==> src/rtl/led_shift_arbiter_if.sv <==
// Requester-side handshake bundle for led_shift_arbiter: two request/data/ack channels.
interface led_shift_arbiter_if #(
  parameter int unsigned FRAME_W = 16
);
  logic               req_a;
  logic [FRAME_W-1:0] data_a;
  logic               ack_a;
  logic               req_b;
  logic [FRAME_W-1:0] data_b;
  logic               ack_b;

  modport master (
    output req_a, data_a, req_b, data_b,
    input  ack_a, ack_b
  );

  modport slave (
    input  req_a, data_a, req_b, data_b,
    output ack_a, ack_b
  );
endinterface

==> src/rtl/led_shift_arbiter.sv <==
// Round-robin two-requester arbiter feeding an MSB-first LED shift/latch serializer.
// Optional periodic re-send of the last frame is enabled by LED_SHIFT_AUTO_REFRESH_EN.
module led_shift_arbiter #(
  parameter int unsigned FRAME_W     = 16,
  parameter int unsigned DIV         = 4,
  parameter int unsigned REFRESH_CYC = 1000000
) (
  input  logic                    clk,
  input  logic                    rst_n,
  led_shift_arbiter_if.slave      req_if,
  output logic                    ser_clk,
  output logic                    ser_do,
  output logic                    ser_clr,
  output logic                    busy,
  output logic                    done,
  output logic                    last_grant
);

  localparam int unsigned DIV_W = (DIV > 1) ? $clog2(DIV) : 1;
  localparam int unsigned BIT_W = $clog2(FRAME_W + 1);

  // Reject parameter sets the bit timing cannot realise.
  if (DIV < 2 || (DIV % 2) != 0 || FRAME_W < 2 || REFRESH_CYC < 2) begin : g_bad_param
    $error("led_shift_arbiter: illegal parameter set");
  end

  typedef enum logic [1:0] {IDLE, SHIFT, LATCH} state_t;

  state_t             state, state_d;
  logic [DIV_W-1:0]   div_cnt, div_d;
  logic [BIT_W-1:0]   bit_cnt, bit_d;
  logic [FRAME_W-1:0] shreg, shreg_d;
  logic               ser_clk_d, ser_do_d, busy_d, done_d, last_grant_d;
  logic               ack_a_d, ack_b_d;
  logic               start;
  logic [FRAME_W-1:0] start_frame;
  logic               grant_b;

`ifdef LED_SHIFT_AUTO_REFRESH_EN
  localparam int unsigned REF_W = $clog2(REFRESH_CYC);
  logic [REF_W-1:0]   ref_cnt, ref_d;
  logic [FRAME_W-1:0] frame_q, frame_d;
`endif

  assign ser_clr = 1'b1;

  // B wins only when A is absent or A was served last.
  assign grant_b = req_if.req_b & (~req_if.req_a | ~last_grant);

  always_comb begin
    state_d      = state;
    div_d        = div_cnt;
    bit_d        = bit_cnt;
    shreg_d      = shreg;
    ser_clk_d    = ser_clk;
    ser_do_d     = ser_do;
    busy_d       = busy;
    done_d       = 1'b0;
    ack_a_d      = 1'b0;
    ack_b_d      = 1'b0;
    last_grant_d = last_grant;
    start        = 1'b0;
    start_frame  = '0;

    case (state)
      IDLE: begin
        ser_clk_d = 1'b1;
        ser_do_d  = 1'b1;
        busy_d    = 1'b0;
        if (req_if.req_a || req_if.req_b) begin
          start = 1'b1;
          if (grant_b) begin
            ack_b_d      = 1'b1;
            last_grant_d = 1'b1;
            start_frame  = req_if.data_b;
          end else begin
            ack_a_d      = 1'b1;
            last_grant_d = 1'b0;
            start_frame  = req_if.data_a;
          end
        end
`ifdef LED_SHIFT_AUTO_REFRESH_EN
        else if (ref_cnt == REF_W'(REFRESH_CYC - 1)) begin
          start       = 1'b1;
          start_frame = frame_q;
        end
`endif
        if (start) begin
          state_d   = SHIFT;
          div_d     = '0;
          bit_d     = BIT_W'(FRAME_W);
          shreg_d   = start_frame;
          ser_clk_d = 1'b0;
          ser_do_d  = ~start_frame[FRAME_W-1];
          busy_d    = 1'b1;
        end
      end

      SHIFT: begin
        if (div_cnt != DIV_W'(DIV - 1)) begin
          div_d     = div_cnt + DIV_W'(1);
          ser_clk_d = (div_d >= DIV_W'(DIV / 2));
        end else begin
          div_d = '0;
          if (bit_cnt == BIT_W'(1)) begin
            state_d   = LATCH;
            ser_clk_d = 1'b1;
            ser_do_d  = 1'b1;
          end else begin
            bit_d     = bit_cnt - BIT_W'(1);
            shreg_d   = shreg << 1;
            ser_clk_d = 1'b0;
            ser_do_d  = ~shreg_d[FRAME_W-1];
          end
        end
      end

      LATCH: begin
        if (div_cnt != DIV_W'(DIV - 1)) begin
          div_d = div_cnt + DIV_W'(1);
        end else begin
          div_d   = '0;
          state_d = IDLE;
          busy_d  = 1'b0;
          done_d  = 1'b1;
        end
      end

      default: state_d = IDLE;
    endcase
  end

`ifdef LED_SHIFT_AUTO_REFRESH_EN
  // Idle timer and last-sent frame for the automatic re-send.
  always_comb begin
    ref_d   = ref_cnt;
    frame_d = frame_q;
    if (start) begin
      ref_d   = '0;
      frame_d = start_frame;
    end else if (state == IDLE) begin
      ref_d = ref_cnt + REF_W'(1);
    end
  end

  always_ff @(posedge clk or negedge rst_n) begin
    if (!rst_n) begin
      ref_cnt <= '0;
      frame_q <= '0;
    end else begin
      ref_cnt <= ref_d;
      frame_q <= frame_d;
    end
  end
`endif

  always_ff @(posedge clk or negedge rst_n) begin
    if (!rst_n) begin
      state        <= IDLE;
      div_cnt      <= '0;
      bit_cnt      <= '0;
      shreg        <= '0;
      ser_clk      <= 1'b1;
      ser_do       <= 1'b1;
      busy         <= 1'b0;
      done         <= 1'b0;
      req_if.ack_a <= 1'b0;
      req_if.ack_b <= 1'b0;
      last_grant   <= 1'b1;
    end else begin
      state        <= state_d;
      div_cnt      <= div_d;
      bit_cnt      <= bit_d;
      shreg        <= shreg_d;
      ser_clk      <= ser_clk_d;
      ser_do       <= ser_do_d;
      busy         <= busy_d;
      done         <= done_d;
      req_if.ack_a <= ack_a_d;
      req_if.ack_b <= ack_b_d;
      last_grant   <= last_grant_d;
    end
  end

endmodule

==> src/flat_wrapper.sv <==
// flat-port wrapper written by rule: the top's interface ports become plain ports
module led_shift_arbiter_flat 
#(
  parameter int unsigned FRAME_W     = 16,
  parameter int unsigned DIV         = 4,
  parameter int unsigned REFRESH_CYC = 1000000
)
  (clk, rst_n, ser_clk, ser_do, ser_clr, busy, done, last_grant, req_if_req_a, req_if_data_a, req_if_req_b, req_if_data_b, req_if_ack_a, req_if_ack_b);
  led_shift_arbiter_if #(.FRAME_W(FRAME_W)) req_if_i ();
  input  logic clk;
  input  logic rst_n;
  output logic ser_clk;
  output logic ser_do;
  output logic ser_clr;
  output logic busy;
  output logic done;
  output logic last_grant;
  input wire logic [$bits(req_if_i.req_a)-1:0] req_if_req_a;
  input wire logic [$bits(req_if_i.data_a)-1:0] req_if_data_a;
  input wire logic [$bits(req_if_i.req_b)-1:0] req_if_req_b;
  input wire logic [$bits(req_if_i.data_b)-1:0] req_if_data_b;
  output wire logic [$bits(req_if_i.ack_a)-1:0] req_if_ack_a;
  output wire logic [$bits(req_if_i.ack_b)-1:0] req_if_ack_b;
  assign req_if_i.req_a = req_if_req_a;
  assign req_if_i.data_a = req_if_data_a;
  assign req_if_i.req_b = req_if_req_b;
  assign req_if_i.data_b = req_if_data_b;
  assign req_if_ack_a = req_if_i.ack_a;
  assign req_if_ack_b = req_if_i.ack_b;
  led_shift_arbiter #(.FRAME_W(FRAME_W), .DIV(DIV), .REFRESH_CYC(REFRESH_CYC)) u_core (.clk(clk), .rst_n(rst_n), .req_if(req_if_i), .ser_clk(ser_clk), .ser_do(ser_do), .ser_clr(ser_clr), .busy(busy), .done(done), .last_grant(last_grant));
endmodule
==> config.mk <==
export PLATFORM = sky130hd
export DESIGN_NAME = led_shift_arbiter_flat
export DESIGN_NICKNAME = d
export VERILOG_FILES = /design/src/rtl/led_shift_arbiter_if.sv /design/src/rtl/led_shift_arbiter.sv /design/src/flat_wrapper.sv
export SDC_FILE = /design/constraint.sdc
export NUM_CORES = 1
export LEC_CHECK = 0
export ABC_AREA = 1
export CORE_MARGIN = 1
export CORE_UTILIZATION = 50
export DETAILED_ROUTE_END_ITERATION = 10
export PLACE_DENSITY = 0.88
export SYNTH_ARGS = -nofsm -noshare
export SYNTH_HDL_FRONTEND = slang
export SYNTH_SLANG_ARGS = --single-unit
==> constraint.sdc <==
create_clock -name clk -period 2.13 [get_ports clk]
set_clock_uncertainty 0.2 [all_clocks]
set_input_delay 0.3195 -clock clk [delete_from_list [all_inputs] [get_ports clk]]
set_output_delay 0.3195 -clock clk [all_outputs]
set_load 0.02 [all_outputs]
==> impl.org <==
** GRT
- GR Overflow Total :: 0
- Via count of the first global-routing pass :: between 1,500 and 2,000
- The number of antenna violations at the first check in global routing was 0.
- Overall global routing resource usage :: 0.2319
- Maximum number of pins on one net before global-route repair :: 32
- Global-route wire length before repair :: about 7.4 mm

** Clock network
- No sink is reached through more buffers than the 2 on the longest clock path.
- TritonCTS built the clock tree.
- TritonCTS sink count :: 31
- CTS-repair resized insts :: 0
- Clock-pin slew was measured on the worst setup and hold paths at around 0.06 ns.
- In this run, post-CTS hold repair placed 0 buffers.
- Root buf cell :: sky130_fd_sc_hd__clkbuf_8
- H-tree depth :: 2
- The number of clock buffers added by TritonCTS is 5.
- For the worst-skew pair, the clock arrives at the later sink with an insertion delay of 0.28 ns.
- Buffers added to address setup during post-CTS repair amount to 0.

** Critical path
- STA classifies the critical path startpoint as a flop.
- The critical path starts at u_core.last_grant$_DFFE_PN1P_.
- Reg2Reg Capture Point :: u_core.bit_cnt[2]$_DFFE_PN0P_
- Following the worst setup path forward leads to its endpoint at last_grant.
- Max FO, Critical Path :: 3
- Startpoint-to-endpoint class of the critical path :: flop to output port
- Together, buffers and inverters on the worst path number 1.
- Traced cell by cell, the critical path runs through clkdlybuf4s50_1.
- Data arrives at the worst endpoint at around 1.5 ns.
- Cell family contributing the most delay on the critical path :: buffers and inverters
- Sort of element at the end of the critical path :: output port
- In this design, the stage delay of the slowest critical-path cell is about 0.61 ns.
- Critical-path cell with the highest stage delay :: sky130_fd_sc_hd__clkdlybuf4s50_1
- Worst R2R Path Depth :: 8
- In this run the number of cells on the critical path is 1.
- WP data required :: around 1.6 ns
- In this run the critical register-to-register path is launched from u_core.state[0]$_DFFE_PN0P_.
- Reg2reg setup slack :: about 0.2 ns

** Logic synthesis
- Count leader, synth :: sky130_fd_sc_hd__nand2_1
- Yosys mapped the design onto 22 distinct sky130hd cell types.
- Synthesized net count :: roughly 330
- Arithmetic-cell share of the synthesized area counting full adders, half adders and majority gates :: 0.03856
- Fraction of synthesized area in multiplexers :: 0
- The most used flip-flop cell after synthesis is sky130_fd_sc_hd__dfrtp_1.
- Top cells by area, synth :: sky130_fd_sc_hd__dfrtp_1, sky130_fd_sc_hd__nand2_1, sky130_fd_sc_hd__nand3_1
- The commonest cells after synthesis are sky130_fd_sc_hd__nand2_1, sky130_fd_sc_hd__nand3_1, sky130_fd_sc_hd__inv_1.
- Synth Area in Simple Gates :: 0.4197
- Flip-flop and latch count after synthesis :: 31
- For this run, the number of Yosys warnings is 0.
- Of the total synthesized cell area, the portion taken by XOR and XNOR cells is 0.008997.
- Largest area contributor in the synthesized netlist :: sky130_fd_sc_hd__dfrtp_1
- Area share of the largest cell type after synthesis :: 0.3599
- Async set-or-reset flop fraction in the synthesized netlist :: 1.000
- Synthesis produced a netlist whose cell count is 290.
- In this run the cell area of the synthesized design comes to about 2000 um2.
- Of the synthesized area, sequential elements account for 0.4004.
- The share of the synthesized area in compound gates (AO/OA/AOI/OAI) is 0.01478.
- Number of enable-type register cells in the synthesized netlist :: 0
- After synthesis, the largest family of logic cells by area is simple AND/OR/NAND/NOR gates.
- Dividing the synthesized area by the synthesized cell count gives between 6 and 7 um2.

** Timing
- Final Max Tran Viols :: 0
- Adding up every negative setup slack in the final design gives 0 ns.
- Highest Clock Rate :: approximately 500 MHz
- Setup violations remaining at the end of the flow were counted as 0.
- Final setup slack of the worst path :: 0.1617 ns
- Counting I/O delays and the setup requirement, the final critical path takes roughly 2.0 ns.
- Setup repair after global routing left no endpoint under its margin.
- The count of endpoints failing hold in the final timing report came to 0.
- Of the available clock period, the critical path in the final layout requires 0.9241.

** Placement
- At the placement stage, the worst setup path has a slack of slightly below 0.09 ns.
- The congestion estimate from routability-driven global placement came to roughly 0.87.
- After legalization and detailed placement, the total HPWL measured roughly 3.2 mm.
- Count of input and output buffers :: 42

** Worst hold path
- The path class of the tightest hold or removal check is input port to async pin.

** Final layout
- The repair_antennas step left the layout with diodes totalling 0.
- Area taken by flip-flops and latches :: 779.5 um2
- Relative to the synthesized area, the layout overhead comes to 28.60%.
- Fraction of final layout cells with drive strength greater than 1 :: 0.08060
- Post-layout nets :: 376
- Area of the multi-input gates :: around 940 um2
- Counting the fill cells in the layout gives 316.

** Route
- In the final routed layout, each cell accounts on average for around 11 um.
- After detailed routing, the number of remaining DRC violations is 0.
- Total wire length :: between 4 and 5 mm
- For this block, the initial DRC count from the detailed router was 140.
- Detailed Routing Iterations Pass 1 :: 4
- Avg Vias per Cell :: a little under 5
- The detailed router placed 1,847 vias in this run.
- DRT antenna net count :: 0

** Job
- Across the run, the number of max-cap violations was 0.

** Die
- After floorplanning, the core was sized to cover around 3700 um2.
- between 40 and 50 I/O pins were placed.
- From left edge to right edge, the die measures ~64 um.
- The die covers 4147 um2.
- Die Y :: 64.40 um
- Std-Cell Rows :: 22
- The initial utilization of the core area, before any placement, comes to 0.5278.

** Pwr
- Total power divided by cell area :: 1268 nW/um2
- Worst ir drop on vdd :: 0.0009232 V
- Leak pwr :: 1.395 nW

** Run status
- The flow ran to the end, and the final reports show no timing, DRC or antenna violations.
-- power by group --
part	switching (mW)	total (mW)	leakage [nW]	internal, mW
clock network	0.207	0.467	0.0482	0.260
registers	0.143	1.01	0.389	0.866
logic	1.03	1.70	0.957	0.664
-- cell type report --
type / instances / share of cell area
inverter: 42 / 0.06297
multi-input combinational: 205 / 0.3763
tap: 48 / 0.02399
clock buffer: 7 / 0.03448
timing repair buffer: 49 / 0.1889
sequential: 31 / 0.3113
clock inverter: 1 / 0.001999
-- routing by layer --
layer / wire length (um) / vias up / share of wire / track usage
met5: 0 / - / 0 / 0
met3: 250 / 8 / 0.057 / 0.05179
met4: 72 / 0 / 0.016 / 0.07500
li1: - / 959 / - / -
met2: 2193 / 47 / 0.50 / 0.4158
met1: 1855 / 833 / 0.42 / 0.2712
-- logic make-up (layout without fill, tap and decap cells) --
logic type	after synthesis	count (layout)
and+or+nand+nor	191	191
other	1	1
buffers and inverters	54	99
xor gates and xnor gates	2	2
AOI/OAI and AO/OA	5	5
adders and majority gates	6	6
DFF	31	31
-- through the flow --
step           utilization  std cells  power, mW  hold slack (ns)  cell area, um2
3_3_place_gp        0.6540        375      2.661           0.2551            2412
4_1_cts             0.6788        383      3.215           0.2272            2504
5_1_grt             0.6788        383      3.481           0.2544            2504
6_report            0.6788        383      3.175           0.2176            2504
3_5_place_dp        0.6540        375      2.731           0.2555            2412
2_1_floorplan            -        290      2.235          -0.1761            1947
-- flip-flops by register name, summed over array words and instances, names as in the netlist --
signal	flops
u_core.req_if.ack_b	1
u_core.done	1
u_core.req_if.ack_a	1
u_core.state	2
u_core.last_grant	1
u_core.bit_cnt	5
u_core.div_cnt	2
u_core.ser_do	1
u_core.busy	1
u_core.ser_clk	1
u_core.shreg	15
-- layout by cell type (no fill, tap or decap) --
cell,instances
sky130_fd_sc_hd__o21ai_0,3
sky130_fd_sc_hd__nand3_1,44
sky130_fd_sc_hd__ha_1,6
sky130_fd_sc_hd__inv_1,41
sky130_fd_sc_hd__nand2_2,4
sky130_fd_sc_hd__dfrtp_1,28
sky130_fd_sc_hd__clkbuf_8,6
sky130_fd_sc_hd__nand3b_1,2
sky130_fd_sc_hd__conb_1,1
sky130_fd_sc_hd__clkinv_2,1
sky130_fd_sc_hd__clkbuf_1,1
sky130_fd_sc_hd__xnor2_1,2
sky130_fd_sc_hd__nand2_1,128
sky130_fd_sc_hd__a21oi_1,1
sky130_fd_sc_hd__inv_2,1
sky130_fd_sc_hd__nor2_1,8
sky130_fd_sc_hd__dfstp_2,3
sky130_fd_sc_hd__or2_2,1
sky130_fd_sc_hd__nand4_1,1
sky130_fd_sc_hd__o21ai_2,1
sky130_fd_sc_hd__buf_4,7
sky130_fd_sc_hd__clkdlybuf4s50_1,42
sky130_fd_sc_hd__nor2_4,3
-- how the worst min path moves through the flow --
stage,to,slack [ns],cells after the start
after floorplan,u_core.bit_cnt[0]$_DFFE_PN0P_,-0.18,0
after global placement,u_core.ser_do$_DFFE_PN1P_,0.26,2
after detailed placement,u_core.ser_do$_DFFE_PN1P_,0.26,2
after CTS,u_core.busy$_DFFE_PN0P_,0.23,2
after global routing,u_core.div_cnt[0]$_DFFE_PN0P_,0.25,2
final,u_core.done$_DFF_PN0_,0.22,2
Power figures use the tool's default switching activity.
